### config.mk
export PLATFORM = sky130hd
export DESIGN_NAME = param_shift_pipe
export DESIGN_NICKNAME = d
export VERILOG_FILES = /design/src/rtl/param_shift_pipe.sv
export SDC_FILE = /design/constraint.sdc
export NUM_CORES = 1
export LEC_CHECK = 0
export ABC_AREA = 1
export BUFFER_PORTS_ARGS = -buffer_cell sky130_fd_sc_hd__clkbuf_2
export CORE_UTILIZATION = 50
export DETAILED_ROUTE_END_ITERATION = 16
export PLACE_DENSITY = 0.85
export REMOVE_ABC_BUFFERS = 1
export SLEW_MARGIN = 10
export SYNTH_ARGS = -nofsm -noshare
export SYNTH_HDL_FRONTEND = slang
export SYNTH_SLANG_ARGS = --single-unit
### constraint.sdc
create_clock -name clk -period 2.35 [get_ports clk]
set_clock_uncertainty 0.2 [all_clocks]
set_input_delay 0.1175 -clock clk [delete_from_list [all_inputs] [get_ports clk]]
set_output_delay 0.1175 -clock clk [all_outputs]
set_load 0.01 [all_outputs]
### src/rtl/param_shift_pipe.sv
// ---------------------------------------------------------------------------
// param_shift_pipe
//   WIDTH x DEPTH register delay line. It supports shift, hold, parallel load,
//   synchronous clear and a selectable observation tap. All stages update
//   together on one edge, and each stage takes its source's pre-edge value.
//
// Ports
//   clk       rising-edge clock
//   reset_n   asynchronous active-low reset
//   clr       synchronous clear; overrides op
//   op        00 hold, 01 shift, 10 parallel load, 11 rotate or hold
//   din       serial input to stage 0
//   pload     parallel load data; slice [i*WIDTH +: WIDTH] goes to stage i
//   tap_sel   stage index shown on tap_out (out of range gives 0)
//   dout      stage DEPTH-1
//   tap_out   stage[tap_sel]
//   stages    all stages flattened, using the same slicing as pload
//   fill_cnt  count of stages holding valid data, 0..DEPTH
//   full      fill_cnt == DEPTH
//
// Build option
//   SHIFT_ROTATE_EN : when defined, op=11 rotates stage DEPTH-1 into stage 0.
//                     When undefined, op=11 behaves as hold.
// ---------------------------------------------------------------------------
module param_shift_pipe #(
    parameter int unsigned WIDTH = 8,
    parameter int unsigned DEPTH = 4,
    localparam int unsigned TAP_W = $clog2(DEPTH),
    localparam int unsigned CNT_W = $clog2(DEPTH + 1)
) (
    input  logic                   clk,
    input  logic                   reset_n,
    input  logic                   clr,
    input  logic [1:0]             op,
    input  logic [WIDTH-1:0]       din,
    input  logic [DEPTH*WIDTH-1:0] pload,
    input  logic [TAP_W-1:0]       tap_sel,
    output logic [WIDTH-1:0]       dout,
    output logic [WIDTH-1:0]       tap_out,
    output logic [DEPTH*WIDTH-1:0] stages,
    output logic [CNT_W-1:0]       fill_cnt,
    output logic                   full
);

    localparam logic [1:0] OP_HOLD  = 2'b00;
    localparam logic [1:0] OP_SHIFT = 2'b01;
    localparam logic [1:0] OP_LOAD  = 2'b10;
`ifdef SHIFT_ROTATE_EN
    localparam logic [1:0] OP_ROT   = 2'b11;
`endif

    // Packed [stage][bit] storage. Flattening it gives the pload/stages slicing.
    logic [DEPTH-1:0][WIDTH-1:0] stage_q, stage_d;
    logic [CNT_W-1:0]            fill_q, fill_d;

    // Next-state selection. clr takes priority over every op.
    always_comb begin
        stage_d = stage_q;
        fill_d  = fill_q;
        if (clr) begin
            stage_d = '0;
            fill_d  = '0;
        end else begin
            case (op)
                OP_HOLD: begin
                end
                OP_SHIFT: begin
                    stage_d[0] = din;
                    for (int unsigned i = 1; i < DEPTH; i++) begin
                        stage_d[i] = stage_q[i-1];
                    end
                    // The fill count saturates at DEPTH and never wraps.
                    if (fill_q != CNT_W'(DEPTH)) begin
                        fill_d = fill_q + CNT_W'(1);
                    end
                end
                OP_LOAD: begin
                    stage_d = pload;
                    fill_d  = CNT_W'(DEPTH);
                end
`ifdef SHIFT_ROTATE_EN
                OP_ROT: begin
                    stage_d[0] = stage_q[DEPTH-1];
                    for (int unsigned i = 1; i < DEPTH; i++) begin
                        stage_d[i] = stage_q[i-1];
                    end
                end
`endif
                default: begin
                end
            endcase
        end
    end

    // Stage and fill registers.
    always_ff @(posedge clk or negedge reset_n) begin
        if (!reset_n) begin
            stage_q <= '0;
            fill_q  <= '0;
        end else begin
            stage_q <= stage_d;
            fill_q  <= fill_d;
        end
    end

    // Tap mux. An index with no matching stage (non-power-of-2 DEPTH) reads 0.
    always_comb begin
        tap_out = '0;
        for (int unsigned i = 0; i < DEPTH; i++) begin
            if (tap_sel == TAP_W'(i)) begin
                tap_out = stage_q[i];
            end
        end
    end

    assign dout     = stage_q[DEPTH-1];
    assign stages   = stage_q;
    assign fill_cnt = fill_q;
    assign full     = (fill_q == CNT_W'(DEPTH));

endmodule

* Yosys cells after proc, flatten, opt, wreduce, memory -nomap -nowiden *
Index checks and enable logic that the tools add are counted.

word-level totals
  bits of input ports = 47
  logic and storage cells = 26
  output and inout bits = 52
  flip-flop bits (word level) = 35

cells by class
  equality and inequality tests = 8
  reductions and logical operators = 3
  $add $sub $neg = 1
  muxes and demuxes = 9

operator list
  operator               count
  $pmux W32 S2           1
  $mux W32               1
  $mux W8                4
  $eq A2 B2 Y1 const B   3
  $mux W3                2
  $ne A3 B3 Y1 const B   2
  $pmux W3 S2            1
  $eq A2 B1 Y1 const B   2
  $add A3 B1 Y3 const B  1
  $eq A3 B3 Y1 const B   1
  $reduce_bool A3 Y1     1
  $logic_not A2 Y1       1
  $reduce_and A2 Y1      1

* Depth between registers and ports, before layout *
Gate-level depths: netlist of the first run.

  word-level depth = 5
  depth in mapped cells = 8
  mapped depth without buffers = 7

* Worst setup path after synthesis of the first run *
No wires, ideal clock.

  path kind = flip-flop to flip-flop
  from = register fill_q[0] (netlist: fill_cnt[0])
  to = register fill_q[2] (netlist: fill_cnt[2])
  slack = 1,028 ps
  cell stages (with the launch flop) = 7
  required time = 2,033 ps
  setup time = 117 ps
  data arrival time = 1,005 ps
  period minus slack after synthesis = 1,322 ps
  path buffers = 0
  path through = dfrtp_1 -> inv_1 -> ha_1 -> nand2_1 -> nand2_1 -> nand3_1 -> nand2_1

on the way
  longest elaborated chain between the ends = 4
  elaborated cells on any way between the ends = 7
  classes of those cells = add/sub: 1; eq/ne: 2; mux: 3; reduce/logical: 1

RTL lines
  item                      RTL line  text
  start: declaration        54        logic [CNT_W-1:0] fill_q, fill_d;
  start signal: assignment  102       fill_q <= fill_d;
  $add A3 B1 Y3             74        fill_d = fill_q + CNT_W'(1);
  $mux W3                   73        if (fill_q != CNT_W'(DEPTH)) begin
  $pmux W3 S2               64        case (op)
  $mux W3                   60        if (clr) begin

Several ways; a longest one is shown, not always the timed one. The select of a mux whose other input is x is not followed.
A chain may end at the register's enable or synchronous reset.

* Worst setup path after layout of the first run *
  from = input port op[0]
  to = register stage_q (netlist bit stages[4])

on the way
  longest elaborated chain between the ends = 3
  elaborated cells on any way between the ends = 5
  classes of those cells = eq/ne: 2; mux: 2; reduce/logical: 1

RTL lines
  item                                                 RTL line  text
  start: declaration                                   34        input logic [1:0] op,
  $eq A2 B2 Y1 / $eq A2 B1 Y1 (equally long branches)  64
  $pmux W32 S2                                         64
  $mux W32                                             60
  end signal: assignment                               101       stage_q <= stage_d;
  end: declaration                                     53        logic [DEPTH-1:0][WIDTH-1:0] stage_q, stage_d;

Several ways; a longest one is shown, not always the timed one.

==> impl_metrics.json, run 1 <==
{
  "start_util_pct": 52.73,
  "grt_use_total_pct": 28.34,
  "layout_commonest_cell": "nand2_1",
  "place_congestion": 0.7804,
  "antenna_found_initial": 0,
  "wl_um": 6015,
  "pre_cts_ws_ps": 577.8,
  "crit_path_end_kind": "flop",
  "dr.pass1.iters": 4,
  "portBuffers": 98,
  "dp_hpwl_um": 3663,
  "p_leak_uw": 0.001856,
  "holdPathStages": 4,
  "finalSetupViolCount": 0,
  "rr_worst_depth": 7,
  "io_pins": 99,
  "finalSetupTns_ps": 0,
  "numCtsBuffers": 5,
  "grt_pass1_vias": 2148,
  "worstPathArrival_ps": 1930,
  "min_from": "op[1]",
  "rsz0062_at_grt": "false",
  "synth.distinct_cells": 16,
  "seqCellArea_um2": 875.8,
  "htreeDepth": 2,
  "ys_seq_area_share_pct": 40.94,
  "worstReg2RegStart": "fill_cnt[0]",
  "clk_root_buffer_cell": "clkbuf_8",
  "nFillCells": 311,
  "powerDensity_mw_per_mm2": 481.8,
  "grt_max_degree": 37,
  "clkTransAtPathRegs_ps": 70,
  "ys_seq_elements": 35,
  "worstHoldPathType": "in2reg",
  "finalCritPeriodShare_pct": 81.18,
  "core_mm2": 0.004058,
  "slowest_stage": "dlygate4sd3_1",
  "grt_pass1_wl_um": 9466,
  "drv_slew": 0,
  "drive_gt1_share_pct": 24.56,
  "cts_buffer_depth": 2,
  "routed_via_density": 4.779,
  "max_slew_margin_pct": 43.06,
  "critPathKind": "in2reg",
  "crit_top_cell": "nand2_1",
  "cts_tree": "built",
  "fin_cells": 506,
  "mostFrequentLayoutCells": "234 x nand2_1, 98 x clkbuf_2, 42 x dlygate4sd3_1, 35 x dfrtp_1, 10 x inv_1",
  "cts_resized": 0,
  "start_kind": "input pin",
  "synthCells": 327,
  "clock_sinks": 35,
  "fin_crit_ps": 1908,
  "holdWs_ps": 11.95,
  "final_nets": 504,
  "worst_slew_pin_slew_ps": 854.2,
  "drc_errors": 0,
  "maxCapViolCount": 0,
  "n_antenna_cell": 0,
  "ant_nets": 0,
  "outcome": "finished, final reports clean",
  "routedWlPerCell_um": 11.89,
  "die_h_um": 67.42,
  "fin_ws_ps": 442.4,
  "syn_area_mm2": 0.002140,
  "ir_worst_vdd_v": 0.0002699,
  "worstSetupStartpoint": "op[0]",
  "synthToLayoutAreaGrowth_pct": 42.81,
  "grt.overflow.total": 0,
  "critPathMaxFanout": 36,
  "ys_warn_count": 0,
  "die_area_mm2": 0.004545,
  "postSynthAreaPerCell_um2": 6.543,
  "vias": 2418,
  "crit_chain": "clkbuf_2 > inv_2 > nand2_4 > inv_2 > nand2_1 > nand2_1 > dlygate4sd3_1 > nand2_1 > nand2_1",
  "multi_input_area_mm2": 0.001054,
  "placed_cells": 456,
  "row_count": 23,
  "finalHoldViolations": 0,
  "drt_iter0_markers": 188,
  "max_stage_delay_ps": 550,
  "required_ps": 2380,
  "max_freq_mhz": 524.2,
  "die_x_um": 67.42,
  "clk_latency_ps": 290
}
[worst paths after layout]
path	slack, ps	to
min in group asynchronous	270	dout[5]
max in group asynchronous	1140	stages[14]
worst max register to register	920	fill_cnt[2]
worst min register to register	350	dout[3]
worst min-delay path	10	fill_cnt[2]
worst max-delay path	440	stages[4]
[report_power, final]
part | total [µW] | internal [µW] | switching [µW]
clock | 476 | 267 | 208
sequential | 667 | 632 | 35.2
combinational | 330 | 151 | 179
total | 1470 | 1050 | 422
[critical path, delay by kind of cell]
kind	cells	cell delay [ps]
buffers and inverters	4	1240
AND/OR/NAND/NOR	5	530
[layer usage]
metal | share of wire [%] | up-vias | routed length (µm) | GRT usage, %
met5 | 0 | - | 0 | 0
met1 | 43 | 1062 | 2575 | 33.23
li1 | - | 1240 | - | -
met2 | 50 | 105 | 2984 | 50.75
met3 | 6.0 | 11 | 363 | 6.588
met4 | 1.5 | 0 | 91 | 8.777
[flip-flops by register name (all words and copies together), names as in the netlist]
name	flops
fill_cnt	3
dout	8
stages	24
[layout make-up]
| cell class | instances | area share (%) |
|---|---|---|
| clock buffer | 8 | 3.276 |
| tap | 50 | 2.048 |
| sequential | 35 | 28.67 |
| inverter | 12 | 1.474 |
| timing repair buffer | 141 | 30.06 |
| multi-input combinational | 260 | 34.48 |
[cell families (layout without fill, tap and decap cells)]
kind of cell               after synthesis  count (layout)  share of synthesized area [%]
and+or+nand+nor                        254             254                          46.61
DFF                                     35              35                          40.94
buffers and inverters                   32             161                          9.824
AOI/OAI and AO/OA                        4               4                          1.462
adders and majority gates                2               2                          1.169
[stage by stage]
| step | util (%) | power, µW | instance area (µm²) |
|---|---|---|---|
| 2_1_floorplan | - | 808.2 | 1974 |
| 3_3_place_gp | 62.47 | 935.9 | 2535 |
| 3_5_place_dp | 62.47 | 941.6 | 2535 |
| 4_1_cts | 75.30 | 1479 | 3055 |
| 5_1_grt | 75.30 | 1549 | 3055 |
| 6_report | 75.30 | 1472 | 3055 |
[timing repair]
item                                   in CTS  in global routing
hold buffers                               42                  0
endpoints found under the hold margin      68                  0
setup buffers                               0                  0
[cell usage after synthesis]
cell type / instances / share of area (%)
ha_1: 2 / 1.2
nand2_2: 1 / 0.29
inv_2: 2 / 0.35
nand2_1: 234 / 41
nand4_1: 8 / 2.3
inv_1: 10 / 1.8
buf_6: 6 / 3.2
nand3_1: 5 / 1.2
dfrtp_1: 35 / 41
nor2_4: 1 / 0.53
a21oi_1: 3 / 0.70
buf_4: 11 / 3.9
a21oi_4: 1 / 0.76
nor2_1: 4 / 0.70
nand2_4: 1 / 0.53
buf_2: 3 / 0.70
Note: power is estimated with default switching activity, not from simulation.
==> inputs of run 2 (changes only) <==
Settings changed: ABC_AREA 1 to 0, CORE_UTILIZATION 50 to 43, PLACE_DENSITY 0.85 to 0.77.
Clock period 2.35 ns to 1.56 ns, I/O delays scaled along.
==> impl_metrics.json, run 2 <==
{
  "outcome": "complete, but fails checks",
  "violations": "setup timing",
  "synth_compound_gate_area_share_pct": 29.28,
  "ys_seq_elements": 35,
  "htreeDepth": 2,
  "worstPathArrival_ps": 1340,
  "max_freq_mhz": 619.8,
  "r2r-end": "fill_cnt[1]",
  "maxCapViolCount": 0,
  "drv_slew": 0,
  "drc_errors": 0,
  "n_antenna_cell": 0,
  "synth.most_common_cell": "dfrtp_1",
  "clkTransAtPathRegs_ps": 70,
  "finalHoldViolations": 0,
  "dp_hpwl_um": 4064,
  "critPathKind": "reg2out",
  "mostFrequentLayoutCells": "97 x clkbuf_2, 45 x buf_4, 43 x dlygate4sd3_1, 35 x dfrtp_1, 29 x nand2_1",
  "synth-edff-count": 0,
  "cts_tree": "built",
  "wl_um": 6817,
  "yosysTopAreaCell": "dfrtp_1",
  "clk_latency_ps": 280,
  "synthXorXnorAreaFrac_pct": 1.234,
  "ir_worst_vdd_v": 0.0004902,
  "p_leak_uw": 0.001685,
  "grt_pass1_vias": 2144,
  "min_from": "op[1]",
  "synth_common_cells": "35 x dfrtp_1, 30 x nand2_1, 20 x a21oi_2, 20 x a22oi_2, 11 x a211oi_1",
  "grt_pass1_wl_um": 10340,
  "antenna_found_initial": 0,
  "synthCells": 191,
  "max_slew_margin_pct": 64.72,
  "fin_crit_ps": 1613,
  "synth.area.mux_share_pct": 9.871,
  "final_nets": 411,
  "fin_ws_ps": -53.39,
  "clk_root_buffer_cell": "clkbuf_8",
  "place_congestion": 0.7418,
  "rr_worst_depth": 5,
  "routed_via_density": 5.186,
  "critPathMaxFanout": 4,
  "worst_slew_pin_slew_ps": 529.2,
  "reg2reg_slack_ps": 120,
  "synthTopCellsByArea": "dfrtp_1 39%, a22oi_2 11%, mux4_2 8.1%, a21oi_2 7.9%, nand2_1 5.0%",
  "yosysTopAreaCellShare_pct": 39.26,
  "holdPathStages": 3,
  "whs_endpoint": "fill_cnt[0]",
  "numCtsBuffers": 5,
  "grt.overflow.total": 0,
  "required_ps": 1280,
  "ys_seq_area_share_pct": 39.26,
  "dr.pass1.iters": 4,
  "start_util_pct": 46.01,
  "drive_gt1_share_pct": 57.46,
  "worstReg2RegStart": "fill_cnt[1]",
  "io_pins": 99,
  "start_kind": "flop",
  "postSynthAreaPerCell_um2": 11.68,
  "row_count": 25,
  "yosys.area_share.adder_pct": 1.122,
  "finalCritPeriodShare_pct": 103.4,
  "portBuffers": 98,
  "layout_commonest_cell": "clkbuf_2",
  "ys_warn_count": 0,
  "cts_buffer_depth": 2,
  "postSynth.asyncResetShare_pct": 100.0,
  "ys.flop_type": "dfrtp_1",
  "synth.distinct_cells": 24,
  "vias": 2225,
  "ant_nets": 0,
  "finalSetupViolCount": 4,
  "pre_cts_ws_ps": 39.36,
  "worstHoldPathType": "in2reg",
  "die_h_um": 74.03,
  "nFillCells": 332,
  "die_area_mm2": 0.005480,
  "powerDensity_mw_per_mm2": 713.6,
  "grt_max_degree": 29,
  "synthSimpleGateAreaFrac_pct": 8.525,
  "rsz0062_at_grt": "true",
  "grt_use_total_pct": 25.49,
  "die_x_um": 74.03,
  "core_mm2": 0.004848,
  "drt_iter0_markers": 108,
  "finalSetupTns_ps": -107.8,
  "routedWlPerCell_um": 15.89,
  "synth_top_family_by_area": "compound AO/OA/AOI/OAI gates",
  "crit_path_end_kind": "primary output",
  "largest_register_ffs": 24,
  "clock_sinks": 35,
  "syn_area_mm2": 0.002231,
  "synthToLayoutAreaGrowth_pct": 58.50
}
==> run 2: area by class of cell <==
cell class                 instances  area (µm²)  share of cell area, %
clock buffer                       6       72.57                  2.052
clock inverter                     1       30.03                 0.8493
inverter                           3       11.26                 0.3185
multi-input combinational        127        1139                  32.20
sequential                        35       875.8                  24.77
tap                               67       83.83                  2.371
timing repair buffer             190        1324                  37.44
==> run 2: metal layers <==
layer | GRT usage, % | up-vias | share of wire, %
met5 | 0 | - | 0
met4 | 8.333 | 0 | 1.7
met3 | 4.878 | 10 | 4.5
met2 | 45.86 | 86 | 53
met1 | 30.59 | 1096 | 41
li1 | - | 1033 | -
==> run 2: timing repair <==
| item | 4_1_cts | 5_1_grt |
|---|---|---|
| endpoints found under the hold margin | 70 | 1 |
| buffers inserted | 24 | 13 |
| pin swaps | 0 | 1 |
| resized for setup | 0 | 9 |
| setup endpoints to repair | 9 | 14 |
| hold buffers | 43 | 1 |
==> run 2: worst max-delay path by stage <==
stage | startpoint | end | slack (ps) | cells past startpoint
final | dout[3] | tap_out[3] | -50 | 2
after global routing | dout[3] | tap_out[3] | -80 | 2
after CTS | dout[3] | tap_out[3] | -70 | 2
after floorplan | fill_cnt[0] | fill_cnt[0] | 120 | 5
after global placement | fill_cnt[0] | fill_cnt[1] | 110 | 5
after detailed placement | fill_cnt[0] | fill_cnt[0] | 40 | 5
==> run 2: where the power goes <==
group	switching (µW)	internal, µW
clock	321	468
sequential	39.1	957
combinational	353	384
total	713	1810
==> run 2: critical path: stages (launching register included) <==
cell      delay, ps
dfrtp_1         420
mux4_2          490
clkbuf_2        140
==> run 2: stage by stage <==
stage / area [µm²] / cells / hold slack (ps) / util [%] / total power [µW]
2_1_floorplan: 2003 / 165 / -417.6 / - / 1269
3_3_place_gp: 2693 / 342 / -136.4 / 55.54 / 1549
3_5_place_dp: 2693 / 342 / -127.0 / 55.54 / 1563
4_1_cts: 3406 / 416 / 103.3 / 70.25 / 2494
5_1_grt: 3536 / 429 / 100.2 / 72.93 / 2644
6_report: 3536 / 429 / 77.99 / 72.93 / 2523
==> run 2: logic make-up (layout without fill, tap and decap cells) <==
group,after synthesis,after routing
compound gates,73,73
simple gates,39,39
flops,35,35
buf+inv,29,200
mux,12,12
fa+ha+maj,2,2
xor+xnor,1,1
